==> src/rtl/mig_pkg.sv <==
// Shared types and helpers for the MIG truth-table checker.
// The configuration constants here are the widths the operand struct is built on.
package mig_pkg;
  localparam int MIG_NUM_VARS  = 4;
  localparam int MIG_MAX_GATES = 8;
  localparam int MIG_TT_W      = 1 << MIG_NUM_VARS;
  localparam int MIG_IDX_W     = $clog2(MIG_NUM_VARS + MIG_MAX_GATES + 1);
  localparam int MIG_GATE_W    = 3 * (MIG_IDX_W + 1);

  typedef enum logic [1:0] {ST_LOAD, ST_EVAL, ST_DONE} state_e;

  typedef struct packed {
    logic                 inv;
    logic [MIG_IDX_W-1:0] idx;
  } operand_t;

  // Truth table of primary input x(i): bit j = (j >> i) & 1.
  function automatic logic [MIG_TT_W-1:0] proj_tt(input int unsigned i);
    logic [MIG_TT_W-1:0] t;
    t = '0;
    for (int unsigned j = 0; j < MIG_TT_W; j++) t[j] = ((j >> i) & 1) == 1;
    return t;
  endfunction
endpackage

==> src/rtl/mig_operand_sel.sv <==
// Decodes one complemented operand field into a truth table, flagging
// forward/self references and out-of-range indices as errors (value 0).
module mig_operand_sel
  import mig_pkg::*;
#(
  parameter int NUM_VARS  = MIG_NUM_VARS,
  parameter int MAX_GATES = MIG_MAX_GATES,
  parameter int TT_W      = MIG_TT_W,
  parameter int GP_W      = $clog2(MAX_GATES)
) (
  input  operand_t                          opnd_i,
  input  logic [GP_W-1:0]                   cur_i,
  input  logic [MAX_GATES-1:0][TT_W-1:0]    vals_i,
  output logic [TT_W-1:0]                   val_o,
  output logic                              err_o
);
  logic [TT_W-1:0] raw;
  int              idx;
  int              k;

  always_comb begin
    raw   = '0;
    err_o = 1'b0;
    idx   = int'(opnd_i.idx);
    k     = idx - NUM_VARS - 1;
    if (idx == 0) begin
      raw = '0;
    end else if (idx <= NUM_VARS) begin
      raw = proj_tt(idx - 1);
    end else if (idx <= NUM_VARS + MAX_GATES) begin
      if (k >= int'(cur_i)) err_o = 1'b1;
      else                  raw   = vals_i[k[GP_W-1:0]];
    end else begin
      err_o = 1'b1;
    end
    val_o = raw ^ {TT_W{opnd_i.inv}};
  end
endmodule

==> config.mk <==
export PLATFORM = sky130hd
export DESIGN_NAME = mig_operand_sel
export DESIGN_NICKNAME = d
export VERILOG_FILES = /design/src/rtl/mig_pkg.sv /design/src/rtl/mig_operand_sel.sv
export SDC_FILE = /design/constraint.sdc
export NUM_CORES = 1
export LEC_CHECK = 0
export CAP_MARGIN = 20
export CORE_ASPECT_RATIO = 1.2
export CORE_MARGIN = 1
export CORE_UTILIZATION = 36
export DETAILED_ROUTE_END_ITERATION = 6
export PLACE_DENSITY = 0.94
export SYNTH_ARGS = -nofsm -noshare
export SYNTH_HDL_FRONTEND = slang
export SYNTH_SLANG_ARGS = --single-unit
==> constraint.sdc <==
create_clock -name vclk -period 13.8
set_input_delay 2.76 -clock vclk [all_inputs]
set_output_delay 2.76 -clock vclk [all_outputs]
set_load 0.005 [all_outputs]
==> results of run 1 <==
cells by family after synthesis:
| group | count (synthesis) | share of synthesized area (%) |
|---|---|---|
| AOI/OAI and AO/OA | 37 | 15.0 |
| muxes | 48 | 50.9 |
| and+or+nand+nor | 37 | 11.5 |
| xor gates and xnor gates | 16 | 8.50 |
| adders and majority gates | 11 | 7.78 |
| buffers and inverters | 22 | 6.34 |
synthesized netlist by cell type (2+ instances only):
master,n
sky130_fd_sc_hd__a211oi_1,2
sky130_fd_sc_hd__a21oi_1,13
sky130_fd_sc_hd__a31oi_1,2
sky130_fd_sc_hd__and3_1,2
sky130_fd_sc_hd__buf_2,4
sky130_fd_sc_hd__buf_4,4
sky130_fd_sc_hd__clkbuf_1,2
sky130_fd_sc_hd__ha_1,10
sky130_fd_sc_hd__inv_1,10
sky130_fd_sc_hd__mux2_2,3
sky130_fd_sc_hd__mux2i_1,13
sky130_fd_sc_hd__mux4_2,32
sky130_fd_sc_hd__nand2_1,5
sky130_fd_sc_hd__nand3_1,4
sky130_fd_sc_hd__nor2_1,12
sky130_fd_sc_hd__nor4_1,3
sky130_fd_sc_hd__o21ai_0,7
sky130_fd_sc_hd__o22ai_1,4
sky130_fd_sc_hd__o32ai_1,3
sky130_fd_sc_hd__xor2_1,14
where the power goes:
group	leakage, nW	total [W]	internal (W)	switching, W
logic	1.26	0.000135	0.0000838	0.0000509
registers	0	0	0	0
clock network	0	0	0	0
total	1.26	0.000135	0.0000838	0.0000509
layer usage:
| metal | share of wire, % | up-vias | GRT usage, % |
|---|---|---|---|
| met5 | 0 | - | 0 |
| met4 | 5.2 | 0 | 10.0 |
| met3 | 6.9 | 39 | 3.20 |
| met2 | 56 | 149 | 58.7 |
| met1 | 32 | 1030 | 30.3 |
| li1 | - | 973 | - |
through the flow:
| stage | utilization (%) | setup slack [ns] | hold WS (ns) |
|---|---|---|---|
| global route | 71.2 | 4.16 | 6.91 |
| detailed placement | 70.9 | 3.77 | 6.82 |
| global placement | 70.9 | 3.92 | 6.81 |
| CTS | 70.9 | 3.75 | 6.82 |
| finish | 71.2 | 4.45 | 6.81 |
| floorplan | - | 5.28 | 5.88 |
final timing paths:
path	endpoint	from
setup / recovery	val_o[4]	opnd_i[0]
hold / removal	val_o[7]	opnd_i[0]
final cells by class:
cell class         count  area (µm²)
fillers              303        1330
inverters             10        37.5
multi-input cells    149        1630
well taps             58        72.6
repair buffers       156        1560
==> results.md, run 1 <==
- The data required time of the critical path is around 11 ns.
- After layout, the worst path uses ~68% of the clock period.
- The estimated wirelength of the detail-placed design is ~6600 µm.
- The max-cap violation count is 0.
- Once placement finished, the instance area stood at 0.00328 mm².
- The global-route wire length before repair is 11400 µm.
- The count of cells along the worst hold path is 6.
- The first routing iteration left about 120 violations.
- The number of hold-repair buffers added at the cts stage is 0.
- The library cell used most frequently in the layout, excluding fill and tap cells, is sky130_fd_sc_hd__clkdlybuf4s50_1.
- In this run the core area contains 27 standard-cell rows.
- The kind of launch point of the worst setup path is a primary input.
- The growth of design area from synthesis to finish is 89.6%.
- Across every metal layer, demand over resource in global routing totals between 20% and 30%.
- The total grt overflow is 0.
- The area of the die is approximately 0.0051 mm².
- The worst IR drop on VDD is ~0.022 mV.
- The number of slew-limit violations in the final report is 0.
- The setup TNS after final layout is 0 ns.
- The number of top-level pins is between 150 and 200.
- In the final layout, flip-flops and latches occupy 0 µm².
- The number of distinct library cell variants in the gate-level netlist after synthesis is 42.
- The area of the core is between 0.004 and 0.005 mm².
- The kind of critical path is primary input to primary output.
- The post-route total power is roughly 0.00013 W.
- The count of clock buffers in the final design is 0.
- Ranked by total cell area, the synthesized netlist is headed by sky130_fd_sc_hd__mux4_2, sky130_fd_sc_hd__mux2i_1, sky130_fd_sc_hd__ha_1.
- The pin count of the biggest net entering global routing is 42.
- Synthesis produced a netlist with a net count of 317.
- The number of global-route vias before repair is 2340.
- The hold violation count in the final report came to 0.
- Of all nets on the critical path, the largest fanout is between 40 and 50.
- The instance count on the critical path is 13.
- The portion of the post-synthesis area used by sequential elements is 0%.
- The post-cts repair resize count is 0.
- The synthesized design spends more area on one cell type than any other, namely sky130_fd_sc_hd__mux4_2.
- The number of flip-flops and latches is 0.
- After the flow finishes, the layout carries non-filler instances totaling 373.
- The flow ran to the end, and the final reports show no timing, DRC or antenna violations.
- The routability congestion estimate is roughly 0.89.
- In the routed layout, each cell is associated on average with a via count of 5.87.
- The shortest period the worst path allows is slightly above 9 ns.
- The number of antenna violations at the first check in global routing is 0.
- The total wirelength of the detailed-routed design is between 7000 and 8000 µm.
- The transition time at the pin with the least slew margin is 0.933 ns.
- The maximum clock frequency is 107 MHz.
- Traced cell by cell, the critical path runs through buf_2 -> buf_4 -> inv_1 -> ha_1 -> inv_1 -> ha_1 -> or3b_4 -> a221oi_4 -> a21o_4 -> a21oi_2 -> a211oi_1 -> xor2_1 -> clkdlybuf4s50_1.
- In the layout the commonest cells are sky130_fd_sc_hd__clkdlybuf4s50_1, sky130_fd_sc_hd__mux4_2, sky130_fd_sc_hd__xor2_1.
- For this design the static power due to leakage is roughly 1.3 nW.
- The initial cell density of the core is between 30% and 40%.
- Data arrives at the worst endpoint at roughly 6.6 ns.
- The die outline height is between 70 and 80 µm.
- The total DRC errors in the routed layout is 0.
- In the final design database the tool counted approximately 460 nets.
- The antenna cell count is 0.
- The die width is between 60 and 70 µm.
- The final antenna-violating net count is 0.
- The routed length per placed instance is 20.5 µm.
- The post-CTS repair timing setup buffer count is 0.
- The slowest stage of the critical path belongs to the cell sky130_fd_sc_hd__clkdlybuf4s50_1.
- After synthesis, the mean cell area works out to slightly above 10 µm².
- Summed over its instances, the top area cell type makes up between 40 and 50% of the synthesized netlist area.
- The via count of the routed design is 2191.
- During synthesis, Yosys emitted a total of 0 warnings.
- The kind of cell with the highest combined delay along the critical path is buffers and inverters.
- The cell area power density is roughly 41 mW/mm².
- In the final layout, the share of cells above drive strength 1 is between 15 and 20%.
- The cell total after placement is around 370.
- The worst slew margin relative to its limit is between 30% and 40%.
- Setup repair after global routing left no endpoint under its margin.
- The endpoint type of the worst setup path is a primary output.
- The count of input and output buffers is between 150 and 200.
- The setup violation total in the final timing report is 0.
- The first detailed-routing pass ran for 5 iterations.
- After routing the design area is roughly 0.0033 mm².
- The largest incremental delay on the critical path is about 0.58 ns.
- The number of buffer and inverter instances along the worst setup path is 5.
- The tightest min-delay check is of the primary input to primary output type.
- After synthesis the cells add up to 0.00174 mm².
- The cell count after synthesis is 171.
(Power assumes the default switching activity.)
==> run 2: changes to the inputs <==
- CORE_UTILIZATION: 36 -> 30
- PLACE_DENSITY: 0.94 -> 0.84
- clock period: 13.8 -> 8 ns (I/O delays scaled with it)
==> results.md, run 2 (synthesis gave the netlist of run 1 again) <==
- The flow ran to the end, and the final reports show no timing, DRC or antenna violations.
- The number of antenna violations at the first check in global routing is 0.
- The data required time of the critical path is about 6.4 ns.
- The number of search-and-repair iterations in the first detailed-routing pass is 4.
- At the pin with the least slew margin, the transition time is about 0.88 ns.
- The share of layout cells above drive strength 1 is around 15%.
- The die covers about 0.0061 mm².
- Of the total power, the share spent switching nets is between 30% and 40%.
- The net count of the finished layout is approximately 460.
- The first routing iteration left 92 violations.
- Across the whole layout, storage elements account for 0 µm².
- The cell area power density is around 68 mW/mm².
- The kind of critical path is primary input to primary output.
- The number of global-route vias before repair is between 2000 and 2500.
- The final cell utilization of the core is approximately three fifths.
- The routability congestion estimate is approximately 0.87.
- After layout, the clock buffer instance count stands at 0.
- On the final layout, the worst hold slack is roughly 4.2 ns.
- Setup violations remaining at the end of the flow were counted as 0.
- The most common cell after layout, fill and taps aside is sky130_fd_sc_hd__clkdlybuf4s50_1.
- The number of buffers and inverters on the critical path is 5.
- The kind of path behind the tightest hold check is primary input to primary output.
- The worst min-delay path startpoint is opnd_i[0].
- The design has 0 sequential cells.
- For this design, the CTS-stage hold fixing added 0 buffers.
- The detail-routed via count per cell is roughly 5.4.
- The multi-input gate area in the final layout is 0.00163 mm².
- The net load switching power is 0.0000816 W.
- The clock network accounts for 0% of the total power.
- For this run the aggregate overflow at the end of global routing stands at 0.
- The signal on the critical path passes through clkdlybuf4s50_1 -> inv_1 -> ha_1 -> xor2_2 -> buf_4 -> inv_1 -> ha_1 -> o21a_1 -> a221oi_4 -> a21o_4 -> nand3_1 -> o22ai_1 -> xor2_1 -> clkdlybuf4s50_1.
- Setup repair after global routing left no endpoint under its margin.
- 0 antenna diodes ended up in the layout.
- Of all nets on the critical path, the largest fanout is 17.
- In this run, post-CTS repair resized a total of 0 instances.
- The largest individual stage delay along the critical path comes from the cell sky130_fd_sc_hd__clkdlybuf4s50_1.
- The worst-case IR drop observed on VDD is around 0.031 mV.
- The minimum setup slack after placement is between 1 and 1.5 ns.
- The total wirelength of the detailed-routed design is 6230 µm.
- The die outline height is 85.4 µm.
- The wire-length estimate of the detail-placed layout is 5400 µm.
- The worst setup path is captured at a primary output.
- In this run the count of I/O pins placed on the die edge is 153.
- In the layout the commonest cells are sky130_fd_sc_hd__clkdlybuf4s50_1, sky130_fd_sc_hd__mux4_2, sky130_fd_sc_hd__xor2_1.
- The cell-internal power is ~0.00014 W.
- The final antenna-violating net count is 0.
- The first global-routing pass estimated about 9700 µm of wire.
- The die is around 71 µm wide.
- Sequential cells account for 0% of the total power.
- In this run the standard cell core region covers 0.00563 mm².
- Combinational logic burns 100.0% of the power.
- The routed length per placed instance is between 15 and 20 µm.
- For this run, design rule violations remaining after detail routing come to 0.
- The analysis attributes to cell leakage a power of about 1.3 nW.
- The area growth from synthesis to layout is 89.6%.
- The initialized floorplan defines 30 standard-cell rows.
- The number of inserted filler cells in the final layout is 480.
- The number of slew-limit violations in the final report is 0.
- The fraction of the cycle the final worst path needs is 84.5%.
- Summed over all failing endpoints, the final setup total negative slack is 0 ns.
- The hold violation count in the final report is 0.
- The maximum clock frequency is 148 MHz.
- The shortest period the worst path allows is between 6 and 7 ns.
- The via count of the routed design is 2045.
- The worst setup path is launched from a primary input.
- The max-cap violation count is 0.
- Measured against its own limit, the worst slew margin works out to between 40 and 50%.
- The final setup slack of the worst path is roughly 1.2 ns.
- Entering global routing, the biggest net connects slightly above 40 pins.
- For this run, the slowest stage of the critical path takes roughly 0.55 ns.
- For the worst setup path, the data arrival time is approximately 5.2 ns.
- In this run the tool buffered the top-level ports with around 150 buffer cells.
- In the global route stage, overall resource usage came out at 19.8%.
- The number of setup buffers added after CTS is 0.
- Once the floorplan was initialized, standard cells occupied 30.9% of the core.
- Grouping stages by cell kind, the critical path spends the most delay in buffers and inverters.
- Tracing the worst setup path back leads to its startpoint at opnd_i[1].
run 2: cell counts in the layout (fill, tap and decap cells not counted):
Identical to the previous run, type by type.
run 2: final cells by class:
cell class,count,share of cell area (%)
repair buffers,156,47.0
multi-input cells,149,49.4
well taps,64,2.43
inverters,10,1.14
run 2: metal layers:
metal	GRT usage (%)	up-vias	routed length [µm]	share of wire, %
met2	39.4	87	3530	57
met3	2.97	10	347	5.6
li1	-	974	-	-
met4	3.92	0	129	2.1
met1	21.8	974	2220	36
met5	0	-	0	0
run 2: power by group through the flow:
stage                     sequential [W]  combinational, W  clock [W]
after floorplan                        0          0.000113          0
after global placement                 0          0.000222          0
after global routing                   0          0.000242          0
after detailed placement               0          0.000226          0
final                                  0          0.000225          0
after CTS                              0          0.000227          0
run 2: final timing paths:
| path | endpoint | depth (start not counted) | slack (ns) |
|---|---|---|---|
| worst min-delay path | val_o[10] | 6 | 4.20 |
| worst max-delay path | val_o[7] | 14 | 1.24 |
run 2: through the flow:
stage | cells | total power [W] | area (µm²)
floorplan | 171 | 0.000113 | 1740
global placement | 379 | 0.000222 | 3290
detailed placement | 379 | 0.000226 | 3290
CTS | 379 | 0.000227 | 3290
global route | 379 | 0.000242 | 3290
finish | 379 | 0.000225 | 3290
==> run 3: changes to the inputs <==
- CORE_UTILIZATION: 30 -> 33
- PLACE_DENSITY: 0.84 -> 0.87
- clock period: 8 -> 7.08 ns (I/O delays scaled with it)
==> results.md, run 3 (synthesis gave the netlist of run 1 again) <==
- The share of total power consumed by net switching is 36.0%.
- The routed length per placed instance is around 17 µm.
- Global routing used 42.1% of the available met2 tracks.
- The floorplan step defined a die boundary enclosing roughly 0.0056 mm².
- After the first detailed-routing iteration, the DRC count stood at between 150 and 200.
- The setup TNS after final layout is 0 ns.
- Combinational logic burns 100.0% of the power.
- The signal arrival time at the worst endpoint is around 4.8 ns.
- The flow ran to the end, and the final reports show no timing, DRC or antenna violations.
- The initial cell density of the core is between 30% and 40%.
- Cells with a size suffix above 1 make up around 15% of the layout.
- The transition time at the pin with the least slew margin is roughly 0.87 ns.
- The congestion estimate from routability-driven global placement came to a little under 1.
- The number of global-route vias before repair came to slightly above 2000.
- STA classifies the critical path startpoint as a primary input.
- Summing all flip-flop and latch instances after layout gives 0 µm².
- The antenna cell count is 0.
- The global routing stage identified its most utilized layer as met2.
- The routed design has about 6300 µm of wire.
- The net count of the finished layout is about 460.
- The design has 0 sequential cells.
- The number of slew-limit violations in the final report was 0.
- The total global-route track usage is between 20% and 30%.
- Global routing consumed, on the met1 layer, between 20% and 30% of the routing resources.
- The first global-routing pass estimated ~9300 µm of wire.
- Of all nets on the critical path, the largest fanout is 7.
- In this run the vertical extent of the chip is 81.5 µm.
- The family of cells with the greatest summed delay on the critical path is buffers and inverters.
- Setup repair after global routing left no endpoint under its margin.
- Buffers inserted to repair hold after CTS numbered 0.
- In this run, post-CTS repair resized a total of 0 instances.
- Entering global routing, the biggest net connects 41 pins.
- Clock buffers in the final layout number 0.
- The standard-cell row count is 28.
- The relative contribution of the clock network to total power is 0%.
- The kind of critical path is primary input to primary output.
- The slowest stage of the critical path is the sky130_fd_sc_hd__clkdlybuf4s50_1 cell.
- The via count of the routed design is 2097.
- For the finished layout, the period the worst path requires is 6.19 ns.
- For this run the aggregate overflow at the end of global routing stands at 0.
- The cell area power density is between 70 and 80 mW/mm².
- Leaving out fill and tap cells, the most frequent cells in the layout are sky130_fd_sc_hd__clkdlybuf4s50_1, sky130_fd_sc_hd__mux4_2, sky130_fd_sc_hd__xor2_1.
- The leakage component of the power is 1.26 nW.
- The tool flagged a number of max-cap violations equal to 0.
- Traced cell by cell, the critical path runs through clkdlybuf4s50_1 -> inv_1 -> ha_1 -> inv_1 -> ha_1 -> or3b_4 -> a221oi_4 -> a21o_4 -> nand3_1 -> o21ai_0 -> xor2_1 -> clkdlybuf4s50_1.
- The growth of design area from synthesis to finish is 89.3%.
- The number of antenna violations at the first check in global routing is 0.
- The worst slew margin relative to its limit is 42.2%.
- The kind of path behind the tightest hold check is primary input to primary output.
- Measured along the x axis, the die boundary spans about 68 µm.
- The minimum setup slack after placement is 0.899 ns.
- The number of search-and-repair iterations in the first detailed-routing pass is 4.
- The count of input and output buffers is ~150.
- The most common cell after layout, fill and taps aside is sky130_fd_sc_hd__clkdlybuf4s50_1.
- The fraction of the cycle the final worst path needs is 87.5%.
- The number of inserted filler cells in the final layout is 415.
- The final antenna-violating net count is 0.
- The met3 track utilization from global routing is under 10%.
- The cell-internal power is 0.000162 W.
- Dividing the detail-routed via count by the number of cells gives between 5 and 6.
- For this run, design rule violations remaining after detail routing come to 0.
- The worst path meets setup with slightly below 0.9 ns of slack.
- Summed over all nets, the switching power comes to between 0.00009 and 0.0001 W.
- Static timing analysis puts the maximum clock frequency at 161 MHz.
- The worst IR drop on VDD is around 0.033 mV.
- The hold violation count in the final report is 0.
- The critical path contains buffers and inverters numbering 4 combined.
- For this run, the slowest stage of the critical path takes 0.55 ns.
- STA puts the critical path data required time at ~5.7 ns.
- The portion of total power attributed to sequential cells is 0%.
- The region available for standard cell placement spans 0.00501 mm².
- The number of top-level pins is between 150 and 200.
- The HPWL after detailed placement is 5530 µm.
- The setup violation total in the final timing report is 0.
- The endpoint type of the worst setup path is a primary output.
- The post-CTS repair timing setup buffer count is 0.
==> run 3: final cells by class <==
class	count	area, µm²	share of cell area [%]
timing repair buffer	156	1550	47.1
tap	60	75.1	2.28
multi-input combinational	149	1630	49.5
inverter	10	37.5	1.14
==> run 3: tightest hold or removal path, stage by stage <==
cell and delay (ns):
sky130_fd_sc_hd__buf_2 0.09, sky130_fd_sc_hd__inv_1 0.11, sky130_fd_sc_hd__a21oi_1 0.15, sky130_fd_sc_hd__a21oi_1 0.06
sky130_fd_sc_hd__xor2_1 0.14, sky130_fd_sc_hd__clkdlybuf4s50_1 0.45
==> run 3: through the flow <==
stage	instances	util [%]	hold WS [ns]	total power [W]	instance area, µm²
3_5_place_dp	375	65.7	3.83	0.000254	3290
4_1_cts	375	65.7	3.84	0.000255	3290
2_1_floorplan	171	-	3.20	0.000127	1740
3_3_place_gp	375	65.7	3.84	0.000250	3290
5_1_grt	375	65.7	3.89	0.000273	3290
6_report	375	65.7	3.83	0.000253	3290
==> run 3: power groups by stage <==
stage                     sequential, W  combinational (W)  clock [W]
final                                 0           0.000253          0
after global placement                0           0.000250          0
after detailed placement              0           0.000254          0
after CTS                             0           0.000255          0
after global routing                  0           0.000273          0
after floorplan                       0           0.000127          0
==> run 3: path summary, 6_finish.rpt <==
| check | start | end | slack (ns) | cells after the start |
|---|---|---|---|---|
| worst max-delay path | opnd_i[1] | val_o[15] | 0.89 | 12 |
| worst min-delay path | opnd_i[0] | val_o[10] | 3.83 | 6 |
==> run 3: layer usage <==
metal / routed length (µm) / vias up
met5: 0 / -
met4: 68 / 0
met3: 399 / 8
met2: 3650 / 112
met1: 2160 / 996
li1: - / 981
